===== src/rtl/driver_cfg_writer_pkg.sv =====
// driver_cfg_writer_pkg
//   Shared definitions for the config-bus writer: command opcodes, the writer
//   FSM state encoding and small decode helpers. The driver_core test
//   environment imports the same opcodes, so values here must stay stable.
package driver_cfg_writer_pkg;

  // Command opcodes (cmd_op); 5..7 are reserved.
  localparam logic [2:0] OP_NOP      = 3'd0;
  localparam logic [2:0] OP_MEM_WR   = 3'd1;
  localparam logic [2:0] OP_DOT_WR   = 3'd2;
  localparam logic [2:0] OP_SEL_WR   = 3'd3;
  localparam logic [2:0] OP_SET_CTRL = 3'd4;

  // Writer FSM; explicit encodings are kept identical to the legacy values.
  typedef enum logic [1:0] {
    ST_IDLE   = 2'd0,
    ST_SETUP  = 2'd1,
    ST_STROBE = 2'd2,
    ST_HOLD   = 2'd3
  } wr_state_t;

  // One-hot strobe selector: bit0 mem_write, bit1 mem_dot_write, bit2 mem_sel_write.
  typedef logic [2:0] strobe_sel_t;

  function automatic logic op_is_reserved(input logic [2:0] op);
    return (op > OP_SET_CTRL);
  endfunction

  // Ops that occupy the bus timing sequence (and drop cmd_ready).
  function automatic logic op_is_timed(input logic [2:0] op);
    return (op >= OP_MEM_WR) && (op <= OP_SET_CTRL);
  endfunction

  function automatic strobe_sel_t op_strobe(input logic [2:0] op);
    strobe_sel_t s;
    s = '0;
    case (op)
      OP_MEM_WR: s = 3'b001;
      OP_DOT_WR: s = 3'b010;
      OP_SEL_WR: s = 3'b100;
      default:   s = '0;
    endcase
    return s;
  endfunction

  function automatic int unsigned max3(input int unsigned a,
                                       input int unsigned b,
                                       input int unsigned c);
    int unsigned m;
    m = a;
    if (b > m) m = b;
    if (c > m) m = c;
    return m;
  endfunction

endpackage


===== src/rtl/driver_cfg_writer_phase_timer.sv =====
// cfg_phase_timer
//   Down-counter that times one writer phase. A start pulse loads the phase
//   length; the count then decrements to 1, where done is high for exactly
//   one cycle. The owner either restarts it on that cycle (next phase) or
//   lets it run out to 0, where it idles. It never wraps.
// Ports
//   clock       in   clock_a-domain clock
//   reset       in   asynchronous, active-high reset
//   start       in   load load_value this edge
//   load_value  in   phase length in cycles (>=1)
//   done        out  last cycle of the current phase
module cfg_phase_timer #(
  parameter int unsigned CW = 3
) (
  input  logic          clock,
  input  logic          reset,
  input  logic          start,
  input  logic [CW-1:0] load_value,
  output logic          done
);

  logic [CW-1:0] cnt;

  always_ff @(posedge clock or posedge reset) begin
    if (reset) begin
      cnt <= '0;
    end else if (start) begin
      cnt <= load_value;
    end else if (cnt != '0) begin
      cnt <= cnt - 1'b1;
    end
  end

  assign done = (cnt == CW'(1));

endmodule


===== src/rtl/driver_cfg_writer.sv =====
// driver_cfg_writer
//   Drives the asynchronous config bus that driver_core synchronises. A
//   timed command (MEM_WR, DOT_WR, SEL_WR) presents address/data for
//   SETUP_CYCLES, pulls one active-low strobe for STROBE_CYCLES, then holds
//   address/data for HOLD_CYCLES so the receiver's synchronisers see stable
//   values. SET_CTRL updates the static control levels and runs SETUP+HOLD
//   with no strobe. NOP and reserved ops are consumed in one cycle; reserved
//   ops pulse cmd_err on the following cycle.
// Ports
//   clock, reset                 clock_a clock, async active-high reset
//   cmd_valid / cmd_ready        command handshake (ready only when idle)
//   cmd_op, cmd_addr, cmd_col,
//   cmd_sel_addr, cmd_data,
//   cmd_mask                     command fields
//   mask_select_a .. data_in_a   registered bus fields
//   mem_write_n_a,
//   mem_dot_write_n_a,
//   mem_sel_write_n_a            registered active-low write strobes
//   row_col_select_a,
//   output_active_a,
//   inverter_select_a            registered static control levels
//   cmd_err                      one-cycle pulse after a reserved op
module driver_cfg_writer
  import driver_cfg_writer_pkg::*;
#(
  parameter int unsigned MEM_ADDRESS_LENGTH = 6,
  parameter int unsigned SETUP_CYCLES       = 4,
  parameter int unsigned STROBE_CYCLES      = 4,
  parameter int unsigned HOLD_CYCLES        = 4
) (
  input  logic                          clock,
  input  logic                          reset,
  input  logic                          cmd_valid,
  output logic                          cmd_ready,
  input  logic [2:0]                    cmd_op,
  input  logic [MEM_ADDRESS_LENGTH-1:0] cmd_addr,
  input  logic [MEM_ADDRESS_LENGTH-1:0] cmd_col,
  input  logic [MEM_ADDRESS_LENGTH-1:0] cmd_sel_addr,
  input  logic [15:0]                   cmd_data,
  input  logic [2:0]                    cmd_mask,
  output logic [2:0]                    mask_select_a,
  output logic [MEM_ADDRESS_LENGTH-1:0] mem_address_a,
  output logic [MEM_ADDRESS_LENGTH-1:0] row_select_a,
  output logic [MEM_ADDRESS_LENGTH-1:0] col_select_a,
  output logic [MEM_ADDRESS_LENGTH-1:0] mem_sel_col_address_a,
  output logic [15:0]                   data_in_a,
  output logic                          mem_write_n_a,
  output logic                          mem_dot_write_n_a,
  output logic                          mem_sel_write_n_a,
  output logic                          row_col_select_a,
  output logic                          output_active_a,
  output logic                          inverter_select_a,
  output logic                          cmd_err
);

  localparam int unsigned MAX_PHASE = max3(SETUP_CYCLES, STROBE_CYCLES, HOLD_CYCLES);
  localparam int unsigned CW        = $clog2(MAX_PHASE + 1);

  wr_state_t   state;
  wr_state_t   state_nxt;
  strobe_sel_t strobe_sel;
  logic [2:0]  strobe_n_nxt;
  logic        accept;
  logic        timer_start;
  logic [CW-1:0] timer_load;
  logic        timer_done;

  assign accept = cmd_valid && cmd_ready;

  cfg_phase_timer #(
    .CW (CW)
  ) u_timer (
    .clock      (clock),
    .reset      (reset),
    .start      (timer_start),
    .load_value (timer_load),
    .done       (timer_done)
  );

  // Next-state and phase-timer load. The timer is reloaded on the same edge
  // that enters each phase, so every phase lasts exactly its parameter.
  always_comb begin
    state_nxt   = state;
    timer_start = 1'b0;
    timer_load  = '0;
    case (state)
      ST_IDLE: begin
        if (accept && op_is_timed(cmd_op)) begin
          state_nxt   = ST_SETUP;
          timer_start = 1'b1;
          timer_load  = CW'(SETUP_CYCLES);
        end
      end
      ST_SETUP: begin
        if (timer_done) begin
          timer_start = 1'b1;
          if (strobe_sel != '0) begin
            state_nxt  = ST_STROBE;
            timer_load = CW'(STROBE_CYCLES);
          end else begin
            // SET_CTRL: no strobe phase.
            state_nxt  = ST_HOLD;
            timer_load = CW'(HOLD_CYCLES);
          end
        end
      end
      ST_STROBE: begin
        if (timer_done) begin
          state_nxt   = ST_HOLD;
          timer_start = 1'b1;
          timer_load  = CW'(HOLD_CYCLES);
        end
      end
      ST_HOLD: begin
        if (timer_done) begin
          state_nxt = ST_IDLE;
        end
      end
      default: state_nxt = ST_IDLE;
    endcase
  end

  // Strobes and ready are registered from next-state decode so the bus sees
  // clean single-flop transitions; strobe_sel is one-hot, so at most one
  // strobe is ever low.
  always_comb begin
    strobe_n_nxt = '1;
    if (state_nxt == ST_STROBE) begin
      strobe_n_nxt = ~strobe_sel;
    end
  end

  always_ff @(posedge clock or posedge reset) begin
    if (reset) begin
      state                 <= ST_IDLE;
      cmd_ready             <= 1'b1;
      strobe_sel            <= '0;
      mem_write_n_a         <= 1'b1;
      mem_dot_write_n_a     <= 1'b1;
      mem_sel_write_n_a     <= 1'b1;
      mask_select_a         <= '0;
      mem_address_a         <= '0;
      row_select_a          <= '0;
      col_select_a          <= '0;
      mem_sel_col_address_a <= '0;
      data_in_a             <= '0;
      row_col_select_a      <= 1'b0;
      output_active_a       <= 1'b0;
      inverter_select_a     <= 1'b0;
      cmd_err               <= 1'b0;
    end else begin
      state             <= state_nxt;
      cmd_ready         <= (state_nxt == ST_IDLE);
      mem_write_n_a     <= strobe_n_nxt[0];
      mem_dot_write_n_a <= strobe_n_nxt[1];
      mem_sel_write_n_a <= strobe_n_nxt[2];
      cmd_err           <= accept && op_is_reserved(cmd_op);

      if (accept) begin
        strobe_sel <= op_strobe(cmd_op);
        // Only the fields an op uses are captured; the rest keep their values.
        case (cmd_op)
          OP_MEM_WR, OP_DOT_WR: begin
            mem_address_a <= cmd_addr;
            data_in_a     <= cmd_data;
            mask_select_a <= cmd_mask;
          end
          OP_SEL_WR: begin
            row_select_a          <= cmd_addr;
            col_select_a          <= cmd_col;
            mem_sel_col_address_a <= cmd_sel_addr;
          end
          OP_SET_CTRL: begin
            inverter_select_a <= cmd_data[2];
            output_active_a   <= cmd_data[1];
            row_col_select_a  <= cmd_data[0];
          end
          default: ;
        endcase
      end
    end
  end

endmodule


===== config.mk =====
export PLATFORM = sky130hd
export DESIGN_NAME = driver_cfg_writer
export DESIGN_NICKNAME = d
export VERILOG_FILES = /design/src/rtl/driver_cfg_writer_pkg.sv /design/src/rtl/driver_cfg_writer_phase_timer.sv /design/src/rtl/driver_cfg_writer.sv
export SDC_FILE = /design/constraint.sdc
export NUM_CORES = 1
export LEC_CHECK = 0
export CORE_MARGIN = 8
export CORE_UTILIZATION = 30
export CTS_BUF_LIST = sky130_fd_sc_hd__clkbuf_4 sky130_fd_sc_hd__clkbuf_8
export DETAILED_ROUTE_END_ITERATION = 8
export GPL_TIMING_DRIVEN = 0
export PLACE_DENSITY = 0.64
export SKIP_LAST_GASP = 1
export SLEW_MARGIN = 25
export SYNTH_ARGS = -nofsm -noshare
export SYNTH_HDL_FRONTEND = slang
export SYNTH_SLANG_ARGS = --single-unit
export TNS_END_PERCENT = 30

===== constraint.sdc =====
create_clock -name clock -period 2.12 [get_ports clock]
set_input_delay 0.424 -clock clock [delete_from_list [all_inputs] [get_ports clock]]
set_output_delay 0.424 -clock clock [all_outputs]
set_load 0.01 [all_outputs]

==> impl_results.md <==
* Outcome: finished clean
* Worst Tran Pin Value at 0.398 ns
* Hold Slack at about 0.37 ns
* Boundary Pins at 94
* Die width at ~110 um
* DR pass1 iterations at 4
* Worst Path Max Fanout at 10
* Total GRT Usage at 0.104
* Post-synth cell types at 33
* Proportion of synthesized chip area in sequential cells at 0.600
* Diode count at 0
* Share of cells above drive strength 1 at 0.281
* Switching share of power at 0.292
* Root buf cell: clkbuf_8
* Clock Latency Late Sink at 0.33 ns
* Final std cells w/o fill at 386
* Row cnt at 33
* Synthesized cell area at 0.00247 mm^2
* Switch Pwr at ~0.0016 W
* CP required at 2.33 ns
* Reg2reg start: cmd_ready
* Most used cell, CP: buf_6
* Combinational share of power at 0.421
* Initial Utilization at 0.305
* P_int at 0.00378 W
* Vias in the first global route at 1784
* Clock Sinks at 59
* Full die area at 0.0114 mm^2
* Tot Pwr at 0.00534 W
* Final setup vio count at 0
* Reg2reg end: col_select_a[5]
* Vias per Instance at 4.43
* Final WL at 5850 um
* Clock tree buffer depth at 2
* Mean Syn Cell Area at 14.6 um^2
* Post-synth net total at 220
* CP startpoint kind: primary input
* Die Span Y at 107 um
* WL per Instance at 15.2 um
* Cts bufs inserted at 9
* Commonest cells after routing, fill and taps aside: clkdlybuf4s50_1, dfrtp_1, mux2_2
* Max Fclk at 484 MHz
* RSZ-0062 raised after global routing: no
* PortBufs at 92
* Fill count at 755
* Remaining Overflow, GRT at 0
* Clock power share at 0.217
* Worst R2R Path Depth at 5
* Most common cell after layout, fill and taps aside: clkdlybuf4s50_1
* VDD IR-drop max at approximately 0.65 mV
* Worst Hold Class: primary input to asynchronous set/reset pin
* Crit path largest cell delay at roughly 0.60 ns
* Global-route wire length before repair at about 9300 um
* Hold_buf cts at 0
* Final Hold Fails at 0
* CTS tree: done
* H-tree lvl count at 3
* Antenna viol nets, final at 0
* DR DRC count at 0
* Fin. max-slew vios at 0
* Area Overhead vs Synth at 54.2%
* Min Tclk post-route at 2.07 ns
* Leak at 1.66 nW
* Core Footprint at 0.00809 mm^2
* Register-to-Register Setup Slack at 0.17 ns
* Number of DRC markers in iteration 0 at 38
* Crit share post-route at 0.974
* Arrival time at the worst endpoint at about 2.3 ns
* Worst rel slew slack at 0.735
* Initial antenna violation count at 0
* Dpl ws at -0.517 ns
* Final nets at 327
* Sequential power share at 0.362
* Layout Skew at 0.00381 ns
* Pin count of the biggest net entering global routing at 47
* Setup WS post-layout at 0.0542 ns
* Worst path cell trace: clkdlybuf4s50_1 > inv_1 > or4_4 > buf_6 > buf_6 > mux2_4
* Via count at 1710
* Max-Cap Viols at 0
* Crit path kind: primary input to register
* Placed cells at 367
* Post-DP HPWL at 4260 um
* Synth warnings at 0
* Reg clk slew, reported paths at 0.06 ns
* Placer congestion estimate at 0.702
* Crit. End Element: register
* Post-synthesis register bit count at 59
* PwrDens at 1400 mW/mm^2
* CP max-delay cell: clkdlybuf4s50_1
* Synth Instances at 169
## synth_stat cells
cell,n,area share
dfrtp_1,55,0.56
mux2_2,37,0.17
mux2_4,9,0.055
ha_1,8,0.041
inv_1,7,0.011
nor2_1,6,0.0091
nand2_1,5,0.0076
dfstp_2,4,0.043
nand3_1,4,0.0081
a211o_1,2,0.0071
a211oi_1,2,0.0061
a21oi_1,2,0.0041
buf_2,2,0.0041
buf_6,2,0.0091
nand2b_1,2,0.0051
nand4_1,2,0.0051
o21ai_0,2,0.0041
o41ai_1,2,0.0071
xnor2_1,2,0.0071
a21o_1,1,0.0030
a22oi_1,1,0.0030
and2_1,1,0.0025
clkbuf_1,1,0.0015
inv_2,1,0.0015
nand3b_1,1,0.0030
nor2b_1,1,0.0025
nor3_1,1,0.0020
nor3_2,1,0.0041
nor3b_1,1,0.0030
o21a_1,1,0.0030
o221a_2,1,0.0046
or3_1,1,0.0025
or4_4,1,0.0046
## layer usage
metal	vias up	routed length, um	track usage
met2	65	2540	0.144
met1	826	2680	0.130
met5	-	0	0
li1	814	-	-
met3	5	575	0.0588
met4	0	54	0.0402
## registers in the layout, indices dropped and copies added (netlist names), 2 cells and up
signal,cells
mem_sel_col_address_a,6
row_select_a,6
mem_address_a,6
strobe_sel,3
mask_select_a,3
data_in_a,16
col_select_a,6
u_timer.cnt,3
state,2
## through the flow
stage	cell area (um^2)	TNS, ns	util
2_1_floorplan	2470	0	-
3_3_place_gp	3520	-65.39	0.435
3_5_place_dp	3550	-13.73	0.439
4_1_cts	3780	0	0.467
5_1_grt	3800	0	0.470
6_report	3800	0	0.470
## cell families after synthesis
logic type / count (synthesis) / synth area share
DFF: 59 / 0.600
and+or+nand+nor: 27 / 0.0593
buffers and inverters: 13 / 0.0269
muxes: 46 / 0.224
adders and majority gates: 8 / 0.0406
AOI/OAI and AO/OA: 14 / 0.0421
xor gates and xnor gates: 2 / 0.00710
## power groups by stage
stage	Clock (W)	Sequential [W]	Combinational [W]
floorplan	0	0.00215	0.000828
detailed placement	0	0.00195	0.00227
CTS	0.00120	0.00194	0.00229
global route	0.00127	0.00200	0.00243
finish	0.00116	0.00193	0.00225
global placement	0	0.00192	0.00225
## layout make-up
type                       count  area [um^2]  share of cell area
tap                          105          131              0.0345
clock inverter                 5         75.1              0.0197
timing repair buffer          96          971               0.255
sequential                    59         1480               0.389
multi-input combinational     97          926               0.243
inverter                       8         32.5             0.00855
buffer                         5         36.3             0.00954
clock buffer                  11          151              0.0398
## worst max path at each step
stage / from / depth (start not counted) / end
2_1_floorplan: reset / 1 / cmd_err
3_3_place_gp: reset / 2 / row_select_a[3]
3_5_place_dp: cmd_valid / 5 / data_in_a[15]
4_1_cts: cmd_valid / 5 / data_in_a[15]
5_1_grt: cmd_op[1] / 6 / mem_sel_col_address_a[1]
6_report: cmd_op[1] / 6 / col_select_a[5]
## worst max-delay path, delay by kind of cell
kind | cells | cell delay (ns)
buffers and inverters | 4 | 1.03
and+or+nand+nor | 1 | 0.52
muxes | 1 | 0.30
## repair_timing
item	CTS	global route
gates resized for setup	1	0
buffers inserted	0	3
hold endpoints to repair	0	0
cloned	0	0
endpoints found under the setup margin	20	20
pin swaps	0	1
No activity file was read; power rests on OpenSTA's default activity.
